--- src/rtl/pwm_pkg.sv ---
// Code tables shared by the PWM generator and decoder: period per frequency
// code, the top duty code and the code types.
package pwm_pkg;

  typedef logic [1:0] freq_t;
  typedef logic [3:0] duty_t;

  localparam int PWM_PER_F0 = 80;
  localparam int PWM_PER_F1 = 40;
  localparam int PWM_PER_F2 = 20;
  localparam int PWM_PER_F3 = 10;

  localparam duty_t DUTY_MAX = 4'd10;

endpackage

--- src/rtl/pwm_sync_edge.sv ---
// Two-flop synchronizer for an asynchronous pin, plus registered-level based
// rise/fall pulses (one clock wide, aligned with the synchronized level).
module pwm_sync_edge (
  input  logic i_clk,
  input  logic i_rst_n,
  input  logic i_async,
  output logic o_level,
  output logic o_rise,
  output logic o_fall
);

  logic r_s1;
  logic r_s2;
  logic r_prev;

  // NOTE: non-blocking assignments make the three flops shift in lockstep;
  // blocking ones would collapse the chain into a single stage.
  always_ff @(posedge i_clk or negedge i_rst_n) begin
    if (!i_rst_n) begin
      r_s1   <= 1'b0;
      r_s2   <= 1'b0;
      r_prev <= 1'b0;
    end else begin
      r_s1   <= i_async;
      r_s2   <= r_s1;
      r_prev <= r_s2;
    end
  end

  assign o_level = r_s2;
  assign o_rise  = r_s2 & ~r_prev;
  assign o_fall  = ~r_s2 & r_prev;

endmodule

--- src/rtl/pwm_decoder.sv ---
// Recovers frequency and duty codes from an incoming PWM waveform by timing
// edge-to-edge period and high time; flags static and malformed inputs.
module pwm_decoder
  import pwm_pkg::*;
#(
  parameter int CNT_W   = 7,
  parameter int TIMEOUT = 127
) (
  input  logic        i_clk,
  input  logic        i_rst_n,
  input  logic        i_pwm,
  output logic [1:0]  o_freq,
  output logic [3:0]  o_duty,
  output logic        o_valid,
  output logic        o_static,
  output logic        o_err,
  output logic        o_update
);

  localparam logic [1:0] ST_IDLE    = 2'd0;
  localparam logic [1:0] ST_MEASURE = 2'd1;
  localparam logic [1:0] ST_LOCKED  = 2'd2;
  localparam logic [1:0] ST_STATIC  = 2'd3;

  localparam logic [CNT_W-1:0] CNT_MAX   = '1;
  localparam logic [CNT_W-1:0] TIMEOUT_V = CNT_W'(TIMEOUT);

  logic w_level;
  logic w_rise;
  logic w_fall;

  pwm_sync_edge u_sync (
    .i_clk   (i_clk),
    .i_rst_n (i_rst_n),
    .i_async (i_pwm),
    .o_level (w_level),
    .o_rise  (w_rise),
    .o_fall  (w_fall)
  );

  always_comb assert (!(w_rise && w_fall));

  logic [1:0]       r_state;
  logic [CNT_W-1:0] r_period;
  logic [CNT_W-1:0] r_high;
  freq_t            r_freq;
  duty_t            r_duty;
  logic             r_valid;
  logic             r_static;
  logic             r_err;
  logic             r_update;

  logic             w_per_ok;
  logic             w_legal;
  logic             w_timeout;
  freq_t            w_freq;
  duty_t            w_duty;
  logic [CNT_W-1:0] w_mask;

  // NOTE: every signal gets a default before the case so no path leaves one
  // unassigned, which would otherwise infer a latch.
  always_comb begin
    w_per_ok = 1'b1;
    w_freq   = '0;
    w_mask   = '0;
    case (r_period)
      CNT_W'(PWM_PER_F0): begin w_freq = 2'd0; w_mask = CNT_W'(7); end
      CNT_W'(PWM_PER_F1): begin w_freq = 2'd1; w_mask = CNT_W'(3); end
      CNT_W'(PWM_PER_F2): begin w_freq = 2'd2; w_mask = CNT_W'(1); end
      CNT_W'(PWM_PER_F3): begin w_freq = 2'd3; w_mask = CNT_W'(0); end
      default:            w_per_ok = 1'b0;
    endcase
    // Step is a power of two, so "multiple of step" is a mask test and
    // the duty code is a plain shift.
    w_legal   = w_per_ok && (r_high != '0) && (r_high < r_period) &&
                ((r_high & w_mask) == '0);
    w_duty    = duty_t'(r_high >> (2'd3 - w_freq));
    w_timeout = (r_period == TIMEOUT_V) && (r_state != ST_STATIC);
  end

  always_ff @(posedge i_clk or negedge i_rst_n) begin
    if (!i_rst_n) begin
      r_period <= '0;
      r_high   <= '0;
    end else if (w_rise) begin
      r_period <= CNT_W'(1);
      r_high   <= {{(CNT_W-1){1'b0}}, w_level};
    end else begin
      if (r_period != CNT_MAX) r_period <= r_period + 1'b1;
      if (w_level && (r_high != CNT_MAX)) r_high <= r_high + 1'b1;
    end
  end

  always_ff @(posedge i_clk or negedge i_rst_n) begin
    if (!i_rst_n) begin
      r_state  <= ST_IDLE;
      r_freq   <= '0;
      r_duty   <= '0;
      r_valid  <= 1'b0;
      r_static <= 1'b0;
      r_err    <= 1'b0;
      r_update <= 1'b0;
    end else begin
      r_update <= 1'b0;
      if (w_rise) begin
        if ((r_state == ST_MEASURE) || (r_state == ST_LOCKED)) begin
          r_state  <= ST_LOCKED;
          r_update <= 1'b1;
          r_static <= 1'b0;
          if (w_legal) begin
            r_freq  <= w_freq;
            r_duty  <= w_duty;
            r_valid <= 1'b1;
            r_err   <= 1'b0;
          end else begin
            r_valid <= 1'b0;
            r_err   <= 1'b1;
          end
        end else begin
          // First edge after idle/static only opens a measurement window.
          r_state <= ST_MEASURE;
        end
      end else if (w_timeout) begin
        r_state  <= ST_STATIC;
        r_static <= 1'b1;
        r_valid  <= 1'b1;
        r_err    <= 1'b0;
        r_duty   <= w_level ? DUTY_MAX : duty_t'(0);
        r_update <= 1'b1;
      end
    end
  end

  assign o_freq   = r_freq;
  assign o_duty   = r_duty;
  assign o_valid  = r_valid;
  assign o_static = r_static;
  assign o_err    = r_err;
  assign o_update = r_update;

endmodule

--- config.mk ---
export PLATFORM = sky130hd
export DESIGN_NAME = pwm_decoder
export DESIGN_NICKNAME = d
export VERILOG_FILES = /design/src/rtl/pwm_pkg.sv /design/src/rtl/pwm_sync_edge.sv /design/src/rtl/pwm_decoder.sv
export SDC_FILE = /design/constraint.sdc
export NUM_CORES = 1
export LEC_CHECK = 0
export ABC_CLOCK_PERIOD_IN_PS = 2640
export BUFFER_PORTS_ARGS = -buffer_cell sky130_fd_sc_hd__buf_2
export CORE_MARGIN = 2
export CORE_UTILIZATION = 52
export DETAILED_ROUTE_END_ITERATION = 7
export GPL_ROUTABILITY_DRIVEN = 1
export GPL_TIMING_DRIVEN = 0
export PLACE_DENSITY_LB_ADDON = 0.3
export SYNTH_ARGS = -nofsm -noshare
export SYNTH_HDL_FRONTEND = slang
export SYNTH_SLANG_ARGS = --single-unit
--- constraint.sdc ---
create_clock -name i_clk -period 2.64 [get_ports i_clk]
set_input_delay 0.528 -clock i_clk [delete_from_list [all_inputs] [get_ports i_clk]]
set_output_delay 0.528 -clock i_clk [all_outputs]
set_load 0.01 [all_outputs]
=== Word-level counts from Yosys, hierarchy flattened ===
Index checks and enable logic that the tools add are counted.
W data, S select, Z words.

* Logic and storage cells: 75
* Input bits: 3
* Output and inout port bits: 10
* Register bits: 29

* Shift-type cells: 1
* Bitwise gates (word level): 3
* Reductions and logical operators: 15
* Mux-type cells: 28
* $add $sub $neg: 3
* Equality and inequality tests: 12
* $lt $le $gt $ge: 1

{| class="wikitable"
|+ Operator list
! kind !! count
|-
| $mux W7 || 4
|-
| $mux W4 || 5
|-
| $add A7 B1 Y7 const B || 2
|-
| $eq A7 B7 Y1 const B || 2
|-
| $mux W1 || 14
|-
| $ne A7 B7 Y1 const B || 2
|-
| $pmux W3 S3 || 1
|-
| $and A7 B7 Y7 || 1
|-
| $eq A7 B4 Y1 const B || 1
|-
| $eq A7 B5 Y1 const B || 1
|-
| $eq A7 B6 Y1 const B || 1
|-
| $logic_not A7 Y1 || 1
|-
| $lt A7 B7 Y1 || 1
|-
| $reduce_bool A7 Y1 || 1
|-
| $shr A7 B2 Y4 || 1
|-
| $mux W2 || 3
|-
| $ne A2 B2 Y1 const B || 3
|-
| $pmux W2 S3 || 1
|-
| $reduce_and A3 Y1 || 2
|-
| $reduce_bool A2 Y1 || 3
|-
| $logic_and A1 B1 Y1 || 5
|-
| $reduce_or A4 Y1 || 1
|-
| $eq A2 B1 Y1 const B || 1
|-
| $eq A2 B2 Y1 const B || 1
|-
| 5 further kinds || 5
|}

=== Depth between registers and ports, before layout ===
Gate-level depths: netlist (run 1).

* Depth after elaboration: 9
* Mapped depth: 8
* Mapped depth without buffers: 7

=== Cells and area by module ===
From an unflattened synthesis (run 1), not the netlist that was laid out.

* Cells, all modules: 175
* Area total of the unflattened synthesis: 1,775.5 µm²

{| class="wikitable"
|+ By module, submodules not included
! module !! times used !! area each (µm²) !! cells each !! sequential area each (µm²)
|-
| pwm_decoder || 1 || 1,685.4 || 170 || 650.6
|-
| pwm_sync_edge || 1 || 90.1 || 5 || 75.1
|}

=== Worst setup path before layout (run 1) ===
Ideal clock, no wire load.

* Path kind: register to register
* Start point: register r_high[0]
* End point: register r_duty[1] (netlist: o_duty[1])
* Setup slack: 0.608 ns
* Cell stages (with the launch flop): 9
* Data arrival time: 1.904 ns
* Path buffers: 1
* Path through: dfrtp_1 buf_2 inv_1 ha_1 or4b_1 nor3_1 a211oi_1 a31oi_2 mux2_1

* Cells in the longest elaborated chain, start to end: 6
* Elaborated cells between the ends (all ways): 13
* Those cells by class: order compare: 1; eq/ne: 1; shift: 1; mux: 3; bitwise: 1; reduce/logical: 6

{| class="wikitable"
|+ Ends and longest elaborated chain
! item !! line !! text
|-
| from (decl) || pwm_decoder.sv:45 || <nowiki>logic [CNT_W-1:0] r_high;</nowiki>
|-
| from (signal assigned) || pwm_decoder.sv:87 || <nowiki>r_high <= {{(CNT_W-1){1'b0}}, w_level};</nowiki>
|-
| from (signal assigned) || pwm_decoder.sv:90 || <nowiki>if (w_level && (r_high != CNT_MAX)) r_high <= r_high + 1'b1;</nowiki>
|-
| parallel branches: the longest is 6 deep, another holds $lt A7 B7 Y1 || n/a ||
|-
| to (signal assigned) || pwm_decoder.sv:112 || <nowiki>r_duty <= w_duty;</nowiki>
|-
| to (signal assigned) || pwm_decoder.sv:128 || <nowiki>r_duty <= w_level ? DUTY_MAX : duty_t'(0);</nowiki>
|-
| to (decl) || pwm_decoder.sv:47 || <nowiki>duty_t r_duty;</nowiki>
|}

Several ways; the timed one is not identified. The select of a mux whose other input is x is not followed.
A chain may end at the register's enable or synchronous reset.

=== Final worst setup path (run 1) ===
* Start point: register r_period[5]
* End point: register r_duty[1] (netlist: o_duty[1])

* Cells in the longest elaborated chain, start to end: 8
* Elaborated cells between the ends (all ways): 24
* Those cells by class: add/sub: 1; order compare: 1; eq/ne: 6; shift: 1; mux: 6; bitwise: 1; reduce/logical: 8

{| class="wikitable"
|+ Ends and longest elaborated chain
! item !! line !! text
|-
| from (decl) || pwm_decoder.sv:44 || <nowiki>logic [CNT_W-1:0] r_period;</nowiki>
|-
| from (signal assigned) || pwm_decoder.sv:89 || <nowiki>if (r_period != CNT_MAX) r_period <= r_period + 1'b1;</nowiki>
|-
| parallel branches: the longest is 8 deep, another holds $sub A2 B2 Y2 || n/a ||
|}

Several ways; the timed one is not identified. The select of a mux whose other input is x is not followed.

==> results list, run 1 <==
- The post-route netlist has 17.1% of its cells at a drive strength greater than 1.
- Final routed wirelength across all metal layers: 3.60 mm
- The number of cells on the worst reg-to-reg path is 8.
- The startpoint identified for the worst register-to-register timing path is r_period[5]$_DFFE_PN0P_.
- On the final layout, the worst hold slack is 0.189 ns.
- Type of the worst min-delay path: input pin to asynchronous set/reset pin
- Each instance of the synthesized netlist takes up on average 10.2 sq um.
- Share of the cycle needed by the critical path after routing: 89.2%
* Bufs and invs on worst path: 2
- STA classifies the critical path endpoint as a flip-flop.
- Root buf cell: sky130_fd_sc_hd__clkbuf_4
- Summed over all cells, the static leakage comes to approximately 0.9 nW.
* H-tree depth reported by CTS: 2
- In this design, the largest share of critical-path delay is due to compound AO/OA/AOI/OAI gates.
* Number of instances in the synthesized netlist: 167
- For this run, the detailed router's first-pass iteration total came to 5.
* Clock latency at the later pin of the worst-skew pair: 0.34 ns
- Antenna-violating nets left: 0
* Clock-pin slew of the registers on the worst-case setup and hold paths: 0.10 ns
- Setup repair after global routing left no endpoint under its margin.
- Cell variety after synth: 50
- Counting flops with a built-in enable in the synthesized netlist gives 0.
* Cell at the slowest stage of the critical path: sky130_fd_sc_hd__a211oi_1
- Die Outline Area: 3760 sq um
- The critical path is of the flip-flop to flip-flop type.
- STA classifies the critical path startpoint as a flip-flop.
- The most critical setup path has its startpoint at r_period[5]$_DFFE_PN0P_.
- Delay of the slowest cell on the worst path: ~0.4 ns
* Number of nets in the synthesized netlist: ~180
- Crit path time final: 2.35 ns
* Floorplan Core Area: 3080 sq um
- Initial core utilization: 55.4%
- Buffers inserted during clock tree synthesis total 5.
- Buffers inserted by post-CTS timing repair: 0
* GRT Total Usage: ~22%
* Clock Sinks: 29
- Drt first-iter violations: between 60 and 70
- The number of antenna violations at the first check in global routing was 0.
- Status: finished clean
- Once detailed placement completed, the half-perimeter wirelength came to 2.64 mm.
- CP arrival: 2.58 ns
* Worst vdd ir: around 370 uV
- Final routed DRC violation total: 0
- Layout Skew: 0.00929 ns
- Ratio of total power to cell area: approximately 700 nW/um^2
- Relative to the synthesized area, the layout overhead comes to 9.75%.
- Crit path depth: 8
- Least-Margin Pin Slew: roughly 0.63 ns
* Largest net degree at the start of global routing: 30
- Crit Path Max Fanout: 8
- Summing over every cut layer, the via total after detailed routing is between 1000 and 1500.
- For this run, the post-layout net count is 201.
- Row cnt: 20
- Global routing finished with a remaining overflow of 0.
- Number of global-route vias before repair: 1307
- In the synthesized netlist the async set-or-reset flop fraction comes to 100%.
* Die Span Y: just over 60 um
* Warnings, synthesis: 0
* Ports placed on the boundary: 13
- Number of hold buffers added after cts: 0
* Number of cells upsized or downsized after cts: 0
* Cell Chain, Critical Path: clkbuf_1 > inv_1 > ha_1 > nand2_1 > o2111ai_1 > a211oi_1 > a31oi_2 > mux2_1
- Netlist area before placement: 1710 sq um
- The tool flagged a number of max-cap violations equal to 0.
* Post-synthesis sequential area ratio: 42.5%
* Chip width: 61.3 um
* Number of diodes added for antenna fixing: 0
* Final hold viol count: 0
* Wire length per cell after detailed routing: 15.6 um
- Data required time at the worst endpoint: around 2.9 ns
* Port buffer count: 12
- Post-synth top flop: sky130_fd_sc_hd__dfrtp_1
* Finish-stage setup viols: 0
- Highest attainable clock frequency: between 0.4 and 0.5 GHz
- The critical path ends at o_duty[1]$_DFFE_PN0P_.
* Flip-flop and latch count after synthesis: 29
- The longest clock path from root to sink contains 2 buffers.
- Critical register-to-register path endpoint: o_duty[1]$_DFFE_PN0P_
- For flop-to-flop paths, the worst setup slack is 0.29 ns.
- The first global-routing pass estimated around 6 mm of wire.
- The number of pins with negative max-slew slack in the final report came to 0.
* Routability congestion estimate from global placement: around 0.81
- Setup total negative slack on the finished layout was measured at 0 ns.
* CTS tree: done
- Rel. slew slack: 58.3%
- Using the TritonRoute via totals, the vias-per-cell ratio works out to 5.70.
final cells by class:
type / instances / area (sq um)
Fill cell: 259 / 1200
Multi-Input combinational cell: 119 / 896
Sequential cell: 29 / 726
Timing Repair Buffer: 12 / 60.1
Tap cell: 44 / 55.1
Buffer: 8 / 43.8
Clock buffer: 6 / 41.3
Inverter: 11 / 41.3
Clock inverter: 2 / 10.0
metal layers:
metal  part of all wire [%]  wire, um  vias to the layer above  global-route usage, %
li1                       -         -                      633                      -
met2                     51      1830                       39                   36.3
met1                     42      1530                      636                   27.4
met4                    2.1        74                        0                   11.5
met3                    4.8       172                        9                   4.83
met5                      0         0                        -                      0
kinds of logic (layout without fill, tap and decap cells):
logic type | count (synthesis) | after routing | share of synthesized area [%]
buf+inv | 19 | 39 | 4.99
flops | 29 | 29 | 42.5
xor+xnor | 8 | 8 | 4.11
compound gates | 32 | 32 | 14.3
mux | 12 | 12 | 7.40
fa+ha+maj | 12 | 12 | 8.80
simple gates | 55 | 55 | 17.9
cell usage after synthesis (all sizes together) (3+ instances only):
| master | number | area share, % |
|---|---|---|
| o21ai | 5 | 1.7 |
| clkbuf | 4 | 0.88 |
| xnor2 | 6 | 3.1 |
| ha | 12 | 8.8 |
| mux2 | 5 | 3.3 |
| nor3 | 4 | 1.2 |
| a21oi | 6 | 2.4 |
| buf | 4 | 1.7 |
| nand2 | 14 | 3.1 |
| inv | 11 | 2.4 |
| nand4 | 3 | 1.1 |
| nor2 | 14 | 3.2 |
| a31oi | 5 | 2.2 |
| mux2i | 7 | 4.1 |
| dfrtp | 29 | 43 |
| nand3 | 3 | 1.2 |
| nand2b | 3 | 1.1 |
layout by cell type, fill, tap and decap left out, drive strengths merged, types with 2 or more instances in the layout:
cell	count
buf	16
nand3	3
xor2	2
nor2b	2
a21oi	6
nand4	3
ha	12
and4	2
nor3	4
a221oi	2
nor2	14
dfrtp	29
mux2	5
o21ai	5
o21a	2
nand2	14
nand2b	3
a211o	2
inv	11
clkbuf	10
xnor2	6
mux2i	7
a31oi	5
clkinv	2
a211oi	2
or4b	2
and3	2
per-stage QoR:
step                      utilization, %  std cells  instance area, sq um  total power [mW]  worst slack, ns
after floorplan                        -        167                  1710             0.917            0.608
final                               60.9        231                  1870              1.31            0.286
after global placement              59.2        223                  1820              1.01            0.368
after detailed placement            59.2        223                  1820              1.05            0.294
after CTS                           60.9        231                  1870              1.31            0.286
after global routing                60.9        231                  1870              1.39            0.103
power breakdown:
group          internal [mW]  switching [mW]
combinational          0.203           0.273
sequential             0.512          0.0549
clock                  0.101           0.162
registers in the layout, indices dropped and copies added, names as in the netlist:
register / cells
o_duty: 4
o_err: 1
o_freq: 2
o_static: 1
o_update: 1
o_valid: 1
r_high: 7
r_period: 7
r_state: 2
u_sync.o_level: 1
u_sync.r_prev: 1
u_sync.r_s1: 1
worst min path at each step:
stage / to / slack (ns) / cells after the start
3_5_place_dp: u_sync.o_level$_DFF_PN0_ / 0.36 / 0
5_1_grt: r_period[6]$_DFFE_PN0P_ / 0.24 / 1
6_report: r_period[6]$_DFFE_PN0P_ / 0.19 / 1
2_1_floorplan: o_duty[0]$_DFFE_PN0P_ / 0.23 / 0
4_1_cts: r_period[6]$_DFFE_PN0P_ / 0.21 / 1
3_3_place_gp: u_sync.o_level$_DFF_PN0_ / 0.34 / 0
Power figures use the tool's default switching activity.
==> run 2, diff against run 1 <==
CELL_PAD_IN_SITES_DETAIL_PLACEMENT = 0   (was default)
CELL_PAD_IN_SITES_GLOBAL_PLACEMENT = 1   (was default)
CORE_UTILIZATION = 47   (was 52)
GPL_TIMING_DRIVEN = default   (was 0)
==> results list, run 2 (synthesis gave the netlist of run 1 again) <==
- The flow ran to the end, and the final reports show no timing, DRC or antenna violations.
- Sequential share of power: between 40 and 50%
- The die is about 64 um wide.
* H-tree depth reported by CTS: 2
* Post-layout instance count excluding filler cells: 227
* Share of the cycle needed by the critical path after routing: 84.6%
* Least-Margin Pin Slew: 0.646 ns
- The clock network accounts for between 20% and 30% of the total power.
- The clock net in this run drives a total of 29 sinks.
- Crit path time final: 2.23 ns
- Largest net degree at the start of global routing: 30
- Number of hold buffers added after cts: 0
- Row cnt: 21
- In the layout the commonest cells are 29 x sky130_fd_sc_hd__dfrtp_1, 14 x sky130_fd_sc_hd__nand2_1, 13 x sky130_fd_sc_hd__nor2_1, 12 x sky130_fd_sc_hd__ha_1, 12 x sky130_fd_sc_hd__buf_2.
- The initial utilization of the core area, before any placement, comes to 50.0%.
- The wire-length estimate of the detail-placed layout is 2.52 mm.
* Clock latency at the later pin of the worst-skew pair: 0.33 ns
* Switching share of total power: 36.7%
- The total area inside the core boundary comes to 3420 sq um.
- Final routed wirelength across all metal layers: 3.41 mm
* Wire length per cell after detailed routing: 15.0 um
- The setup path with the least slack is of type flip-flop to flip-flop.
- Die Span Y: around 64 um
- In the final timing run, aggregate negative setup slack is 0 ns.
- Final max-slew violation count: 0
- Total chip power: 1.25 mW
- For this run, design rule violations remaining after detail routing come to 0.
- The die covers 4130 sq um.
- The number of global-route vias before repair was 1355.
- In this run the post-CTS setup repair buffer count came out at 0.
- In this run the remaining antenna-violating nets after routing total 0.
* Setup repair after global routing missed its margin: false
- The library cell used most frequently in the layout, excluding fill and tap cells, is sky130_fd_sc_hd__dfrtp_1.
- Ratio of total power to cell area: 675 nW/um^2
* Finish-stage setup viols: 0
* Data required time at the worst endpoint: 2.86 ns
- Antenna violations before repair: 0
* Number of diodes added for antenna fixing: 0
- Combinational share of power: a little under a third
* Worst vdd ir: 389 uV
* Routability congestion estimate from global placement: roughly 0.84
* Clock-pin slew of the registers on the worst-case setup and hold paths: about 0.090 ns
* Grt ovf: 0
* Root buf cell: sky130_fd_sc_hd__clkbuf_4
- Internal power comes to ~0.8 mW.
- The first global-routing pass estimated 6.35 mm of wire.
- Number of vias per cell: 5.64
- Compared with the post-synthesis result, the final layout area differs by 8.21%.
- Measured against its own limit, the worst slew margin works out to a little under three fifths.
- Ports placed on the boundary: 13
- The number of placed instances, taps included, is 219.
- Port buffer count: 12
- The analysis attributes to net switching a power of around 0.46 mW.
- The clock arrives with 0.00584 ns of skew.
* Proportion of layout cells with a drive suffix above 1: approximately 17%
* Number of max-cap violations: 0
* Type of element launching the critical path: flip-flop
* Crit Path Max Fanout: 9
* Final hold viol count: 0
- The detailed router finished its first iteration with 41 violations.
- Detailed routing inserted a total of around 1300 vias.
* GRT Total Usage: 19.9%
- CP arrival: 2.45 ns
- No sink is reached through more buffers than the 2 on the longest clock path.
* CTS tree: done
* Number of cells upsized or downsized after cts: 0
* Leakage power: 0.881 nW
- Number of nets in the layout: 195
- In this run, CTS created clock tree buffers numbering 5.
- Capturing element type of the critical path: flip-flop
- Number of optimization iterations in the first detailed-route pass: 4
* Type of the worst min-delay path: input pin to asynchronous set/reset pin
- Highest attainable clock frequency: approximately 0.45 GHz
==> run 2: cell types whose count changed in the layout (fill, tap and decap cells not counted), sizes merged <==
cell / delta
buf: -2
clkbuf: -4
==> run 2: worst paths after layout <==
kind                                            start                  endpoint  slack [ns]  cells after the start
min in group i_clk                              i_pwm     u_sync.r_s1$_DFF_PN0_        0.29                      1
worst max-delay path            r_high[0]$_DFFE_PN0P_     o_duty[3]$_DFFE_PN0P_        0.41                      7
worst min register to register  u_sync.r_s1$_DFF_PN0_  u_sync.o_level$_DFF_PN0_        0.36                      0
max in group asynchronous                     i_rst_n        o_update$_DFF_PN0_        2.00                      1
worst max register to register  r_high[0]$_DFFE_PN0P_     o_duty[3]$_DFFE_PN0P_        0.41                      7
worst min-delay path                          i_rst_n   r_period[4]$_DFFE_PN0P_        0.21                      1
==> run 2: area by class of cell <==
type                       instances  area (sq um)
tap                               46          57.6
inverter                          11          41.3
fill                             338          1570
sequential                        29           726
multi-input combinational        119           896
clock buffer                       6          41.3
clock inverter                     2          10.0
timing repair buffer              14          75.1
==> run 2: power groups by stage <==
stage                     Combinational, mW  Clock (mW)  Sequential (mW)
final                                 0.383       0.256            0.607
after global routing                  0.441       0.284            0.625
after CTS                             0.387       0.267            0.607
after detailed placement              0.385           0            0.616
after global placement                0.381           0            0.613
after floorplan                       0.351           0            0.566
==> run 2: worst max-delay path, stage by stage (launching register included) <==
cell                       delay (ns)
sky130_fd_sc_hd__dfrtp_1         0.50
sky130_fd_sc_hd__inv_1           0.10
sky130_fd_sc_hd__ha_1            0.14
sky130_fd_sc_hd__or4b_1          0.42
sky130_fd_sc_hd__nor3_1          0.17
sky130_fd_sc_hd__a211oi_1        0.11
sky130_fd_sc_hd__a31oi_2         0.33
sky130_fd_sc_hd__mux2_1          0.36
==> run 2: stage by stage <==
step	hold slack (ns)	area, sq um	worst slack [ns]	util [%]
after detailed placement	0.345	1800	0.414	52.6
after global placement	0.341	1800	0.412	52.6
after global routing	0.240	1850	0.253	54.1
after CTS	0.230	1850	0.405	54.1
after floorplan	0.232	1710	0.608	-
final	0.210	1850	0.407	54.1
==> run 2: per-layer routing <==
metal	vias up	GRT usage, %	wire length, um
li1	621	-	-
met1	623	24.9	1530
met2	26	31.9	1640
met3	10	5.81	153
met4	0	8.78	88
met5	-	0	0
==> run 3, diff against run 2 <==
ABC_CLOCK_PERIOD_IN_PS = 2000   (was 2640)
CORE_UTILIZATION = 42   (was 47)
clock period = 2 ns   (was 2.64 ns; I/O delays follow)
==> results list, run 3 (synthesis gave the netlist of run 1 again) <==
- The run finished, with violations left.
- Violations in the final reports: setup timing
- Row cnt: 23
- Number of diodes added for antenna fixing: 0
* Type of element launching the critical path: flip-flop
- The library cell used most frequently in the layout, excluding fill and tap cells, is sky130_fd_sc_hd__dfrtp_1.
- First-pass GRT wire length: ~6.5 mm
* Finish-stage setup viols: 2
- The die covers about 4600 sq um.
* Largest net degree at the start of global routing: 30
* Antenna-violating nets left: 0
- The clock reaches the later pin of the worst-skew pair after 0.28 ns.
- Leakage power: 1.03 nW
- CP arrival: 2.18 ns
* Chip width: 67.7 um
- IR analysis of the VDD net gives a maximum drop of roughly 420 uV.
- The number of failing hold endpoints at the final stage is 0.
- Max-cap violations in this run came to 0.
- Drt first-iter violations: 68
- Setup repair after global routing missed its margin: true
- For the pin with the worst max-slew slack, the measured transition is 0.678 ns.
- Routability congestion estimate from global placement: 0.808
- Wire length per cell after detailed routing: 16.6 um
* Combinational share of power: a little under two fifths
* Final routed wirelength across all metal layers: 4.23 mm
- At the end of the flow, the number of nets in the layout was 220.
- Ports placed on the boundary: 13
* Number of buffers created by CTS: 5
* Area growth from synthesis to layout: 29.5%
- Net switching is a little over a third of the power.
- Clock Sinks: 29
* Total chip power: between 2 and 2.5 mW
- Critical path type: flip-flop to flip-flop
* Type of the worst min-delay path: input pin to asynchronous set/reset pin
* Path depth of the worst reg2reg path: 5
* Sequential share of power: 38.1%
- Grt ovf: 0
- Proportion of layout cells with a drive suffix above 1: 36.6%
- Routed via count: 1418
- H-tree depth reported by CTS: 2
- Across all setup checks in the final design, the least slack found is -0.0164 ns.
* Layout Skew: 0.00639 ns
- In this run the clock root is driven by a sky130_fd_sc_hd__clkbuf_8.
- Filler cells: 336
* Placed wire-length estimate after detailed placement: 3.02 mm
- Timing analysis after detailed placement gives a worst setup slack of -0.0263 ns.
- The clock network burns approximately a quarter of the power.
- Capturing element type of the critical path: flip-flop
- The core region is ~4000 sq um.
* Die Span Y: between 60 and 70 um
* Final max-slew violation count: 0
* Number of optimization iterations in the first detailed-route pass: 4
* Rel. slew slack: 54.8%
- Port buffer count: 12
- The number of global-route vias before repair is 1386.
* GRT Total Usage: about 20%
- Switching Power: approximately 0.71 mW
* Number of vias per cell: roughly 5.6
- The library cells used most frequently in the layout, excluding fill and tap cells, are 27 x sky130_fd_sc_hd__dfrtp_1, 26 x sky130_fd_sc_hd__buf_4, 14 x sky130_fd_sc_hd__nand2_1, 13 x sky130_fd_sc_hd__nor2_1, 12 x sky130_fd_sc_hd__buf_2.
- The number of hold buffers added after CTS was 0.
- Ratio of total power to cell area: 919 nW/um^2
- Of the available clock period, the critical path in the final layout requires 101%.
* Final routed DRC violation total: 0
* Maximum clock insertion buffer count: 2
- Antenna violations before repair: 0
- Crit path time final: 2.02 ns
- After clock tree synthesis, the clock-pin slew on the worst setup and hold paths is 0.06 ns.
- Static timing analysis puts the maximum clock frequency at roughly 0.50 GHz.
- Design internal power: 1.32 mW
* Data required time at the worst endpoint: 2.16 ns
- Once the floorplan was initialized, standard cells occupied a little over two fifths of the core.
- TritonCTS built the clock tree.
- Crit Path Max Fanout: 5
==> run 3: through the flow <==
step / hold WS (ns) / cells / utilization (%) / instance area, sq um / setup TNS (ns)
after floorplan: 0.104 / 167 / - / 1720 / 0
after global placement: 0.344 / 243 / 49.7 / 1960 / 0
after detailed placement: 0.336 / 243 / 49.7 / 1960 / -0.0448
after CTS: 0.176 / 253 / 53.7 / 2120 / 0
after global routing: 0.200 / 255 / 56.1 / 2210 / -0.267
final: 0.156 / 255 / 56.1 / 2210 / -0.0186
==> run 3: worst paths after layout <==
kind | startpoint | to | slack, ns
worst max-delay path | r_period[2]$_DFFE_PN0P_ | o_freq[1]$_DFFE_PN0P_ | -0.02
worst min-delay path | i_rst_n | r_period[1]$_DFFE_PN0P_ | 0.16
worst max register to register | r_period[2]$_DFFE_PN0P_ | o_freq[1]$_DFFE_PN0P_ | -0.02
worst min register to register | u_sync.r_s1$_DFF_PN0_ | u_sync.o_level$_DFF_PN0_ | 0.36
max in group asynchronous | i_rst_n | r_period[6]$_DFFE_PN0P_ | 1.37
min in group i_clk | i_pwm | u_sync.r_s1$_DFF_PN0_ | 0.22
==> run 3: timing repair <==
item | 4_1_cts | 5_1_grt
resized for setup | 9 | 17
setup endpoints to repair | 2 | 7
pin swaps | 4 | 5
buffers inserted | 3 | 2
==> run 3: metal layers <==
metal  GRT usage (%)  vias to the layer above  part of all wire [%]
li1                -                      670                     -
met1            24.2                      713                    44
met2            33.9                       27                    50
met3            5.50                        8                   3.8
met4            7.65                        0                   2.1
met5               0                        -                     0
==> run 3: cell type report <==
cell class	count	area, sq um	area share, %
inverter	11	41.3	1.87
clock buffer	7	86.3	3.90
sequential	29	728	32.9
multi-input combinational	119	1030	46.4
timing repair buffer	39	267	12.1
tap	50	62.6	2.83
==> run 3: worst max-delay path, stage by stage, from the launching register on <==
cell,delay [ns]
sky130_fd_sc_hd__dfrtp_1,0.44
sky130_fd_sc_hd__or4b_4,0.59
sky130_fd_sc_hd__a2bb2oi_1,0.20
sky130_fd_sc_hd__o21ai_4,0.19
sky130_fd_sc_hd__nand3_2,0.13
sky130_fd_sc_hd__mux2_1,0.35
==> run 3: power by group through the flow <==
stage | logic [mW] | registers (mW) | clock network (mW)
after floorplan | 0.471 | 0.747 | 0
after detailed placement | 0.649 | 0.767 | 0
final | 0.775 | 0.773 | 0.484
after CTS | 0.707 | 0.758 | 0.495
after global placement | 0.631 | 0.762 | 0
after global routing | 0.851 | 0.782 | 0.523
